**config.mk**
```make
export PLATFORM = sky130hd
export DESIGN_NAME = line_reader
export DESIGN_NICKNAME = d
export VERILOG_FILES = /design/src/rtl/line_reader_pkg.sv /design/src/rtl/line_reader_uart_rx_core.sv /design/src/rtl/line_reader.sv
export SDC_FILE = /design/constraint.sdc
export NUM_CORES = 1
export LEC_CHECK = 0
export BUFFER_PORTS_ARGS = -buffer_cell sky130_fd_sc_hd__buf_2
export CORE_AREA = 4 4 258 260
export CTS_BUF_LIST = sky130_fd_sc_hd__clkbuf_4 sky130_fd_sc_hd__clkbuf_8
export CTS_CLUSTER_DIAMETER = 150
export DETAILED_ROUTE_END_ITERATION = 7
export DIE_AREA = 0 0 262 264
export GPL_ROUTABILITY_DRIVEN = 0
export GPL_TIMING_DRIVEN = 0
export PLACE_DENSITY = 0.67
export SYNTH_ARGS = -nofsm -noshare
export SYNTH_HDL_FRONTEND = slang
export SYNTH_SLANG_ARGS = --single-unit
```
**constraint.sdc**
```tcl
create_clock -name clk -period 4.55 [get_ports clk]
set_clock_uncertainty 0.15 [all_clocks]
set_input_delay 0.91 -clock clk [delete_from_list [all_inputs] [get_ports clk]]
set_output_delay 0.91 -clock clk [all_outputs]
set_load 0.02 [all_outputs]
```
**src/rtl/line_reader_pkg.sv**
```systemverilog
// line_reader_pkg: shared character codes and FSM encodings for the UART line reader
package line_reader_pkg;
  localparam logic [7:0] CHAR_NUL = 8'h00;
  localparam logic [7:0] CHAR_BS  = 8'h08;
  localparam logic [7:0] CHAR_LF  = 8'h0A;
  localparam logic [7:0] CHAR_CR  = 8'h0D;
  localparam logic [7:0] CHAR_DEL = 8'h7F;
  typedef enum logic [1:0] {RX_IDLE, RX_START, RX_DATA, RX_STOP} rx_state_e;
  typedef enum logic {LN_COLLECT, LN_HOLD} line_state_e;
  function automatic logic is_term(input logic [7:0] c);
    return (c == CHAR_CR) || (c == CHAR_LF);
  endfunction
endpackage

```
**src/rtl/line_reader_uart_rx_core.sv**
```systemverilog
// uart_rx_core: 8N1 receiver with 2-flop synchroniser; ports clk, rst_n, uart_rx in; rx_byte, rx_strobe (1-cycle), frame_err (1-cycle) out
module uart_rx_core
  import line_reader_pkg::*;
#(
  parameter int CLK_FRE   = 50,
  parameter int BAUD_RATE = 115200
) (
  input  logic       clk,
  input  logic       rst_n,
  input  logic       uart_rx,
  output logic [7:0] rx_byte,
  output logic       rx_strobe,
  output logic       frame_err
);
  localparam int BIT_CYC = CLK_FRE * 1_000_000 / BAUD_RATE;
  localparam int CW = $clog2(BIT_CYC + 1);
  localparam logic [CW-1:0] HALF = CW'(BIT_CYC / 2 - 1);
  localparam logic [CW-1:0] LAST = CW'(BIT_CYC - 1);
  rx_state_e     state_q, state_d;
  logic [2:0]    sync_q, sync_d;
  logic [CW-1:0] cnt_q, cnt_d;
  logic [2:0]    bit_q, bit_d;
  logic [7:0]    data_q, data_d;
  logic          brk_q, brk_d;
  logic          strobe_q, strobe_d;
  logic          ferr_q, ferr_d;
  logic          rx_s, fall;
  // sync_q[1] is the synchronised line; sync_q[2] is its previous value for edge detection
  assign rx_s = sync_q[1];
  assign fall = sync_q[2] & ~sync_q[1];
  always_comb begin
    sync_d   = {sync_q[1:0], uart_rx};
    state_d  = state_q;
    cnt_d    = cnt_q + 1'b1;
    bit_d    = bit_q;
    data_d   = data_q;
    brk_d    = brk_q;
    strobe_d = 1'b0;
    ferr_d   = 1'b0;
    case (state_q)
      RX_IDLE: begin
        cnt_d = '0;
        if (fall) state_d = RX_START;
      end
      RX_START: if (cnt_q == HALF) begin
        cnt_d   = '0;
        bit_d   = '0;
        state_d = rx_s ? RX_IDLE : RX_DATA;
      end
      RX_DATA: if (cnt_q == LAST) begin
        cnt_d  = '0;
        data_d = {rx_s, data_q[7:1]};
        bit_d  = bit_q + 3'd1;
        if (bit_q == 3'd7) state_d = RX_STOP;
      end
      RX_STOP: begin
        // brk_q: a bad stop bit was seen; wait for the line to return high before re-arming
        if (brk_q) begin
          cnt_d = '0;
          if (rx_s) begin
            brk_d   = 1'b0;
            state_d = RX_IDLE;
          end
        end else if (cnt_q == LAST) begin
          cnt_d = '0;
          if (rx_s) begin
            strobe_d = 1'b1;
            state_d  = RX_IDLE;
          end else begin
            ferr_d = 1'b1;
            brk_d  = 1'b1;
          end
        end
      end
      default: state_d = RX_IDLE;
    endcase
  end
  always_ff @(posedge clk or negedge rst_n) begin
    if (!rst_n) begin
      state_q  <= RX_IDLE;
      sync_q   <= '1;
      cnt_q    <= '0;
      bit_q    <= '0;
      data_q   <= '0;
      brk_q    <= 1'b0;
      strobe_q <= 1'b0;
      ferr_q   <= 1'b0;
    end else begin
      state_q  <= state_d;
      sync_q   <= sync_d;
      cnt_q    <= cnt_d;
      bit_q    <= bit_d;
      data_q   <= data_d;
      brk_q    <= brk_d;
      strobe_q <= strobe_d;
      ferr_q   <= ferr_d;
    end
  end
  assign rx_byte   = data_q;
  assign rx_strobe = strobe_q;
  assign frame_err = ferr_q;
endmodule

```
**src/rtl/line_reader.sv**
```systemverilog
// line_reader: UART RX line assembler; ports clk, rst_n, uart_rx, line_ack in; line (char 0 in MSBs, NUL padded), line_len, line_valid, overflow (sticky), frame_err out; LINE_READER_BACKSPACE_EN enables BS/DEL editing
module line_reader
  import line_reader_pkg::*;
#(
  parameter int CLK_FRE   = 50,
  parameter int BAUD_RATE = 115200,
  parameter int MAX_CHARS = 81
) (
  input  logic                   clk,
  input  logic                   rst_n,
  input  logic                   uart_rx,
  output logic [8*MAX_CHARS-1:0] line,
  output logic [7:0]             line_len,
  output logic                   line_valid,
  input  logic                   line_ack,
  output logic                   overflow,
  output logic                   frame_err
);
  localparam int W = 8 * MAX_CHARS;
  logic [7:0]  rx_byte;
  logic        rx_strobe;
  line_state_e state_q, state_d;
  logic [W-1:0] line_q, line_d;
  logic [7:0]  count_q, count_d;
  logic        valid_q, valid_d;
  logic        ovf_q, ovf_d;
  uart_rx_core #(.CLK_FRE(CLK_FRE), .BAUD_RATE(BAUD_RATE)) u_rx (
    .clk(clk), .rst_n(rst_n), .uart_rx(uart_rx),
    .rx_byte(rx_byte), .rx_strobe(rx_strobe), .frame_err(frame_err)
  );
  always_comb begin
    state_d = state_q;
    line_d  = line_q;
    count_d = count_q;
    valid_d = valid_q;
    ovf_d   = ovf_q;
    if (state_q == LN_HOLD) begin
      // ack beats a simultaneous byte: the byte is lost but overflow still clears
      if (line_ack) begin
        state_d = LN_COLLECT;
        line_d  = '0;
        count_d = '0;
        valid_d = 1'b0;
        ovf_d   = 1'b0;
      end else if (rx_strobe) ovf_d = 1'b1;
    end else if (rx_strobe) begin
      if (is_term(rx_byte)) begin
        if (count_q != 8'd0) begin
          state_d = LN_HOLD;
          valid_d = 1'b1;
        end
      end else if (rx_byte == CHAR_NUL) begin
      end
`ifdef LINE_READER_BACKSPACE_EN
      else if (rx_byte == CHAR_BS || rx_byte == CHAR_DEL) begin
        if (count_q != 8'd0) begin
          line_d[W-1-8*(int'(count_q)-1) -: 8] = '0;
          count_d = count_q - 8'd1;
        end
      end
`endif
      else if (int'(count_q) < MAX_CHARS) begin
        line_d[W-1-8*int'(count_q) -: 8] = rx_byte;
        count_d = count_q + 8'd1;
      end else ovf_d = 1'b1;
    end
  end
  always_ff @(posedge clk or negedge rst_n) begin
    if (!rst_n) begin
      state_q <= LN_COLLECT;
      line_q  <= '0;
      count_q <= '0;
      valid_q <= 1'b0;
      ovf_q   <= 1'b0;
    end else begin
      state_q <= state_d;
      line_q  <= line_d;
      count_q <= count_d;
      valid_q <= valid_d;
      ovf_q   <= ovf_d;
    end
  end
  assign line       = line_q;
  assign line_len   = count_q;
  assign line_valid = valid_q;
  assign overflow   = ovf_q;
endmodule
```
==> parameters.txt, run 1 <==
Parameter                              Value

Finish
  Final-layout fill cell count ... 5534
  Finished Cell Area ... about 0.035 mm2
  End-of-flow core utilization ... 55.2%
  Final cell count without fillers ... 4133
  Final layout net count ... 3212
  Area growth from synthesis to final layout ... 25.4%
  Inserted Diodes ... 0
  Share of cells above drive strength 1 ... 30.2%

Setup path
  Slowest Stage Delay on Critical Path ... 1020 ps
  Critical Path AT ... between 4000 and 5000 ps
  Buf/Inv on CP ... 3
  Cells traversed along the worst timing path ... clkbuf_1 -> inv_1 -> clkbuf_1 -> ha_1 -> or3b_1 -> a21oi_1 -> mux2i_1 -> nand3_1 -> nor3_1 -> a22o_1
  Worst endpoint required time ... a little over 5000 ps
  Origin of the worst setup path ... line_len[0]$_DFFE_PN0P_
  Number of cells on the worst reg-to-reg path ... 10
  CP delay by family, top ... simple AND/OR/NAND/NOR gates
  Setup CP Type ... flip-flop to flip-flop
  Sort of element at the start of the critical path ... flip-flop
  Critical path's most frequent cell ... sky130_fd_sc_hd__clkbuf_1
  CP endpoint kind ... flip-flop
  Reg-to-reg critical path startpoint ... line_len[0]$_DFFE_PN0P_
  Maximum fanout along the worst path ... 10
  Stages on the worst setup path ... 10
  Crit path max-delay cell type ... sky130_fd_sc_hd__nor3_1

Synthesis
  Most repeated cell in the gate-level netlist after synthesis ... sky130_fd_sc_hd__dfrtp_1
  Register area share after synthesis ... 60.9%
  Post-Syn Nets ... 2419
  Synth top area cells ... sky130_fd_sc_hd__dfrtp_1 (61%), sky130_fd_sc_hd__mux2i_1 (7.8%), sky130_fd_sc_hd__a22o_1 (7.2%), sky130_fd_sc_hd__nand2_1 (3.7%), sky130_fd_sc_hd__o21ai_0 (3.4%)
  Unique cell type count in the Yosys netlist ... slightly above 70
  Synth warn ... 0
  Number of enable-type register cells in the synthesized netlist ... 0
  Post-synthesis cell count ... around 2.4k
  Number of synthesized register bits ... 687
  Average size of a mapped cell ... ~12 um2
  Area fraction of the dominant cell type after synthesis ... about three fifths
  Post-synth top cells ... sky130_fd_sc_hd__dfrtp_1 (684), sky130_fd_sc_hd__nand2_1 (278), sky130_fd_sc_hd__a22o_1 (232)
  Share of async-settable or async-resettable flops after synthesis ... 100%
  Most common flop cell mapped by yosys ... sky130_fd_sc_hd__dfrtp_1
  Library cell occupying the most area in the post-synthesis netlist ... sky130_fd_sc_hd__dfrtp_1
  Post-Syn Area ... around 0.028 mm2

Drt
  Number of routed nets with antenna violations ... 0
  Vias ... ~24k
  Detailed-route DRC error count ... 0
  Detailed-route wire length per cell ... between 20 and 30 um
  Routed wire length ... 108000 um
  Number of detailed-routing iterations run before antenna repair ... 6
  Violation count after the first detailed-routing iteration ... 2362
  Vias/cell ... 5.78

GRT
  Largest net degree at the start of global routing ... 126
  Antenna violations before repair ... 2
  Global-route wire length before repair ... approximately 160000 um
  Global-route usage over all layers ... 30.4%
  Vias in the first global route ... 23.8k
  Total congestion overflow after global routing ... 0

Timing
  Final number of max-transition violations ... 0
  Setup TNS ... 0 ps
  Setup violations, final ... 0
  Slew @ Worst Pin ... 1220 ps
  Max-Slew Margin vs Limit ... 18.9%
  Shortest clock period the worst path allows after layout ... 4340 ps
  Fmax ... 230 MHz
  Final WS setup ... 209 ps
  Ratio of final minimum period to clock period ... 95.4%
  RSZ-0062 raised after global routing ... yes
  Hold WS ... 160 ps
  Fin. Hold Viols ... 0

Power
  Power density of the placed cells ... 362 mW/mm2
  Worst VDD drop ... 0.237 mV
  Leakage dissipation ... 18.7 nW
  Total power of the final layout ... 12.8 mW

Placed design
  Number of cells after detailed placement ... 3927
  Area of placed instances ... 0.0328 mm2
  Place WS ... -346 ps
  Final HPWL from detailed placement ... 79300 um
  Port buffer count ... 662

CTS
  Clock network latency to the later pin of the worst-skew pair ... between 700 and 800 ps
  Clock-pin slew on the worst setup and hold paths ... roughly 60 ps
  Clk sink count ... 687
  Number of buffers added by the clock tree synthesis step ... 109
  CTS tree ... built
  Master cell of the clock root buffer ... sky130_fd_sc_hd__clkbuf_8
  Level count of the clock H-tree ... 3
  Buffer levels on the longest clock path ... 3

Floorplanning
  Starting utilization of the core area ... between 40% and 50%
  CORE AREA ... 0.0641 mm2
  Number of top-level pins ... roughly 660
  Die Y ... about 260 um
  Die Area ... roughly 0.07 mm2
  Horiz. Die Dim ... 262 um
  Standard-cell rows ... 93

Run
  Max Cap Viol ... 0

Status
  Outcome ... complete, no violations

Hold path
  Worst hold path type ... primary input to flip-flop
  Critical hold path startpoint ... uart_rx
  Depth of the worst hold-timing path ... 1
## flip-flops by register name, summed over array words and instances (netlist names), named ones only
name and flops:
line 648, line_len 8, line_valid 1, overflow 1, state_q 1, u_rx.bit_q 3, u_rx.brk_q 1, u_rx.cnt_q 9
u_rx.frame_err 1, u_rx.rx_byte 8, u_rx.rx_strobe 1, u_rx.state_q 1, u_rx.sync_q 3
## final timing paths
check,to,slack (ps)
hold / removal,u_rx.sync_q[0]$_DFF_PN1_,160
setup reg to reg,line[458]$_DFFE_PN0P_,210
max in group asynchronous,line[134]$_DFFE_PN0P_,1650
setup / recovery,line[458]$_DFFE_PN0P_,210
hold reg to reg,u_rx.sync_q[1]$_DFF_PN1_,210
min in group asynchronous,line[492]$_DFFE_PN0P_,560
## cell families after synthesis
kind of cell / after synthesis / synth area share, %
xor+xnor: 17 / 0.528
fa+ha+maj: 11 / 0.488
compound gates: 609 / 15.9
simple gates: 599 / 10.6
buf+inv: 254 / 3.49
mux: 227 / 8.08
flops: 687 / 60.9
## metal layers
metal	track usage (%)	share of wire (%)	up-vias
met1	38.0	38	12234
met4	13.2	4.7	2
met3	8.47	9.0	276
met2	49.5	48	1177
li1	-	-	10204
met5	0	0.019	-
## report_power, final
group / leakage (nW) / switching, mW / internal [mW] / total, mW
logic: 7.89 / 0.616 / 0.220 / 0.835
clock network: 1.27 / 2.51 / 3.22 / 5.73
registers: 9.50 / 0.0622 / 6.18 / 6.24
total: 18.7 / 3.19 / 9.63 / 12.8
## worst register-to-register path: stages (launching register included)
cell,delay [ps]
sky130_fd_sc_hd__dfrtp_1,430
sky130_fd_sc_hd__clkbuf_1,260
sky130_fd_sc_hd__inv_1,160
sky130_fd_sc_hd__clkbuf_1,330
sky130_fd_sc_hd__ha_1,290
sky130_fd_sc_hd__or3b_1,470
sky130_fd_sc_hd__a21oi_1,220
sky130_fd_sc_hd__mux2i_1,260
sky130_fd_sc_hd__nand3_1,390
sky130_fd_sc_hd__nor3_1,1020
sky130_fd_sc_hd__a22o_1,270
## placed cells by master, fill, tap and decap left out, types with 13 or more instances in the layout
master	synthesis	layout
sky130_fd_sc_hd__o21ai_1	17	17
sky130_fd_sc_hd__dfrtp_1	684	684
sky130_fd_sc_hd__and2_1	15	15
sky130_fd_sc_hd__clkbuf_8	0	138
sky130_fd_sc_hd__a22o_1	232	232
sky130_fd_sc_hd__nand2_1	278	278
sky130_fd_sc_hd__nand3_1	125	124
sky130_fd_sc_hd__mux2i_1	220	220
sky130_fd_sc_hd__o211ai_1	35	35
sky130_fd_sc_hd__clkbuf_4	0	40
sky130_fd_sc_hd__o21ai_0	192	192
sky130_fd_sc_hd__nor3_1	20	13
sky130_fd_sc_hd__inv_1	78	78
sky130_fd_sc_hd__nor3_2	15	16
sky130_fd_sc_hd__nor2_1	70	66
sky130_fd_sc_hd__buf_2	18	679
sky130_fd_sc_hd__a21oi_1	21	19
sky130_fd_sc_hd__a211o_1	64	64
sky130_fd_sc_hd__buf_4	2	15
sky130_fd_sc_hd__clkbuf_1	144	144
## cell type report
class	count	area (um2)	share of cell area, %
buffer	175	687	1.94
clock buffer	178	2200	6.22
clock inverter	14	195	0.552
inverter	79	297	0.838
multi-input combinational	1463	10100	28.7
sequential	687	17200	48.6
tap	855	1070	3.02
timing repair buffer	682	3600	10.2
## timing repair
action                     in CTS  in global routing
setup endpoints to repair      37                167
hold endpoints to repair       54                  0
hold buffers                    1                  0
pin swaps                       0                  5
gates resized for setup         3                 19
buffers inserted                0                 13
(Power assumes the default switching activity.)
==> run 2, diff against run 1 <==
--- a/config.mk
+++ b/config.mk
@@ -5,7 +5,7 @@
 export SDC_FILE = /design/constraint.sdc
 export NUM_CORES = 1
 export LEC_CHECK = 0
-export BUFFER_PORTS_ARGS = -buffer_cell sky130_fd_sc_hd__buf_2
+export BUFFER_PORTS_ARGS = -buffer_cell sky130_fd_sc_hd__buf_4
 export CORE_AREA = 4 4 258 260
 export CTS_BUF_LIST = sky130_fd_sc_hd__clkbuf_4 sky130_fd_sc_hd__clkbuf_8
 export CTS_CLUSTER_DIAMETER = 150
==> parameters.txt, run 2 (synthesized netlist as in run 1, its figures left out) <==
Parameter                              Value

Finish
  Area growth from synthesis to final layout ... 31.4%
  Inserted Diodes ... 0
  Finished Cell Area ... 0.0371 mm2
  Share of cells above drive strength 1 ... 30.2%
  Most common library cell in the layout ignoring fill and taps ... sky130_fd_sc_hd__dfrtp_1
  Final cell count without fillers ... 4138
  Most frequent cells in the layout ... sky130_fd_sc_hd__dfrtp_1 (684), sky130_fd_sc_hd__buf_4 (674), sky130_fd_sc_hd__nand2_1 (278)
  Number of flip-flops in the largest register ... 648
  Final-layout fill cell count ... 5384
  Final layout net count ... around 3.2k

Drt
  Met2 wire length ... 53500 um
  Routed wire length ... 111000 um
  Length of routed met3 wiring ... 10400 um
  Violation count after the first detailed-routing iteration ... around 2.3k
  Vias/cell ... between 5 and 6
  Post-Route M1 WL ... 41800 um
  Number of detailed-routing iterations run before antenna repair ... 8
  Vias ... about 24k
  Detailed-route wire length per cell ... 26.7 um
  Detailed-route DRC error count ... 0
  Number of routed nets with antenna violations ... 0
  Uppermost routed layer ... met5

Setup path
  Setup CP Type ... flip-flop to flip-flop
  Critical Path AT ... 5070 ps
  Cells traversed along the worst timing path ... clkbuf_1 -> inv_1 -> clkbuf_1 -> ha_1 -> or3b_1 -> a21oi_1 -> mux2i_1 -> nand3_1 -> nor3_1 -> a22o_1
  Maximum fanout along the worst path ... 10
  Worst endpoint required time ... between 5000 and 6000 ps
  Slowest Stage Delay on Critical Path ... between 1000 and 1500 ps
  Critical path's most frequent cell ... sky130_fd_sc_hd__clkbuf_1
  CP endpoint kind ... flip-flop
  Crit path max-delay cell type ... sky130_fd_sc_hd__nor3_1
  Sort of element at the start of the critical path ... flip-flop

CTS
  Buffer levels on the longest clock path ... 3
  Level count of the clock H-tree ... 3
  Number of buffers added by the clock tree synthesis step ... 109
  Clock network latency to the later pin of the worst-skew pair ... 730 ps
  Clock-pin slew on the worst setup and hold paths ... about 70 ps
  CTS tree ... built
  Clk sink count ... 687
  Master cell of the clock root buffer ... sky130_fd_sc_hd__clkbuf_8

GRT
  Global-route wire length before repair ... roughly 160000 um
  Vias in the first global route ... between 20k and 25k
  Global-route usage over all layers ... 31.1%
  Antenna violations before repair ... 2
  Largest net degree at the start of global routing ... ~120
  Total congestion overflow after global routing ... 0

Hold path
  Worst hold path type ... primary input to flip-flop

Timing
  Shortest clock period the worst path allows after layout ... 4560 ps
  Final number of max-transition violations ... 0
  Slew @ Worst Pin ... 1410 ps
  Ratio of final minimum period to clock period ... 100%
  Fin. Hold Viols ... 0
  Final WS setup ... -14.2 ps
  Max-Slew Margin vs Limit ... slightly above 5%
  RSZ-0062 raised after global routing ... yes
  Setup violations, final ... 5
  Fmax ... ~220 MHz

Power
  Leakage dissipation ... between 15 and 20 nW
  Power density of the placed cells ... 351 mW/mm2
  Total power of the final layout ... 13.0 mW
  Worst VDD drop ... 0.249 mV

Placed design
  Number of cells after detailed placement ... 3927
  Final HPWL from detailed placement ... 80900 um
  Area of placed instances ... 0.0344 mm2
  Port buffer count ... 662

Status
  Outcome ... complete, but fails checks
  Violated checks ... negative setup slack

Floorplanning
  Starting utilization of the core area ... between 40% and 50%
  Number of top-level pins ... 663
  Die Y ... roughly 260 um
  Die Area ... roughly 0.069 mm2
  Standard-cell rows ... 93
  Horiz. Die Dim ... 262 um
  CORE AREA ... 0.0641 mm2

Run
  Max Cap Viol ... 0
run 2: what timing repair did:
item | 4_1_cts | 5_1_grt
hold buffers | 1 | 0
resized for setup | 3 | 12
endpoints found under the setup margin | 37 | 110
endpoints found under the hold margin | 54 | 0
cloned | 0 | 0
setup buffers | 0 | 11
pin swaps | 0 | 4
run 2: worst paths after layout:
| kind | start | end | slack, ps | cells past startpoint |
|---|---|---|---|---|
| worst max-delay path | line_len[0]$_DFFE_PN0P_ | line[487]$_DFFE_PN0P_ | -10 | 10 |
| max in group asynchronous | rst_n | line[627]$_DFFE_PN0P_ | 1810 | 5 |
| min in group asynchronous | rst_n | line[492]$_DFFE_PN0P_ | 540 | 2 |
| worst max register to register | line_len[0]$_DFFE_PN0P_ | line[487]$_DFFE_PN0P_ | -10 | 10 |
| worst min-delay path | uart_rx | u_rx.sync_q[0]$_DFF_PN1_ | 150 | 1 |
| worst min register to register | u_rx.sync_q[0]$_DFF_PN1_ | u_rx.sync_q[1]$_DFF_PN1_ | 220 | 0 |
run 2: per-layer routing:
metal	up-vias	track usage [%]
li1	10221	-
met1	12242	39.4
met2	1193	50.6
met3	241	8.31
met4	2	13.4
met5	-	0
run 2: area by class of cell:
type | count | area (um2) | area share [%]
Buffer | 175 | 687 | 1.85
Clock buffer | 175 | 2240 | 6.04
Clock inverter | 24 | 253 | 0.682
Inverter | 79 | 297 | 0.800
Multi-Input combinational cell | 1463 | 10100 | 27.3
Sequential cell | 687 | 17200 | 46.4
Tap cell | 855 | 1070 | 2.88
Timing Repair Buffer | 680 | 5240 | 14.1
run 2: worst max-delay path: cells and delay by family (launching register included):
family                   cells  cell delay [ps]
buffers and inverters        3              770
flip-flops                   1              440
AO/OA/AOI/OAI                2              500
adder cells (fa/ha/maj)      1              300
multiplexers                 1              260
AND/OR/NAND/NOR              3             2070
run 2: per-stage QoR:
step                setup TNS (ps)  utilization, %  hold WS (ps)  setup WS [ps]
global route                 -1530            57.8           120           -113
global placement          -3293290            53.4           201          -4870
finish                       -41.8            57.8           149          -14.2
detailed placement           -2960            53.7           206           -215
CTS                              0            57.6           107            134
floorplan                        0               -           195           1190
run 2: power breakdown:
group | leakage [nW] | internal, mW | switching, mW
registers | 9.50 | 6.18 | 0.0665
clock network | 1.32 | 3.35 | 2.56
logic | 7.80 | 0.248 | 0.612
total | 18.6 | 9.78 | 3.24
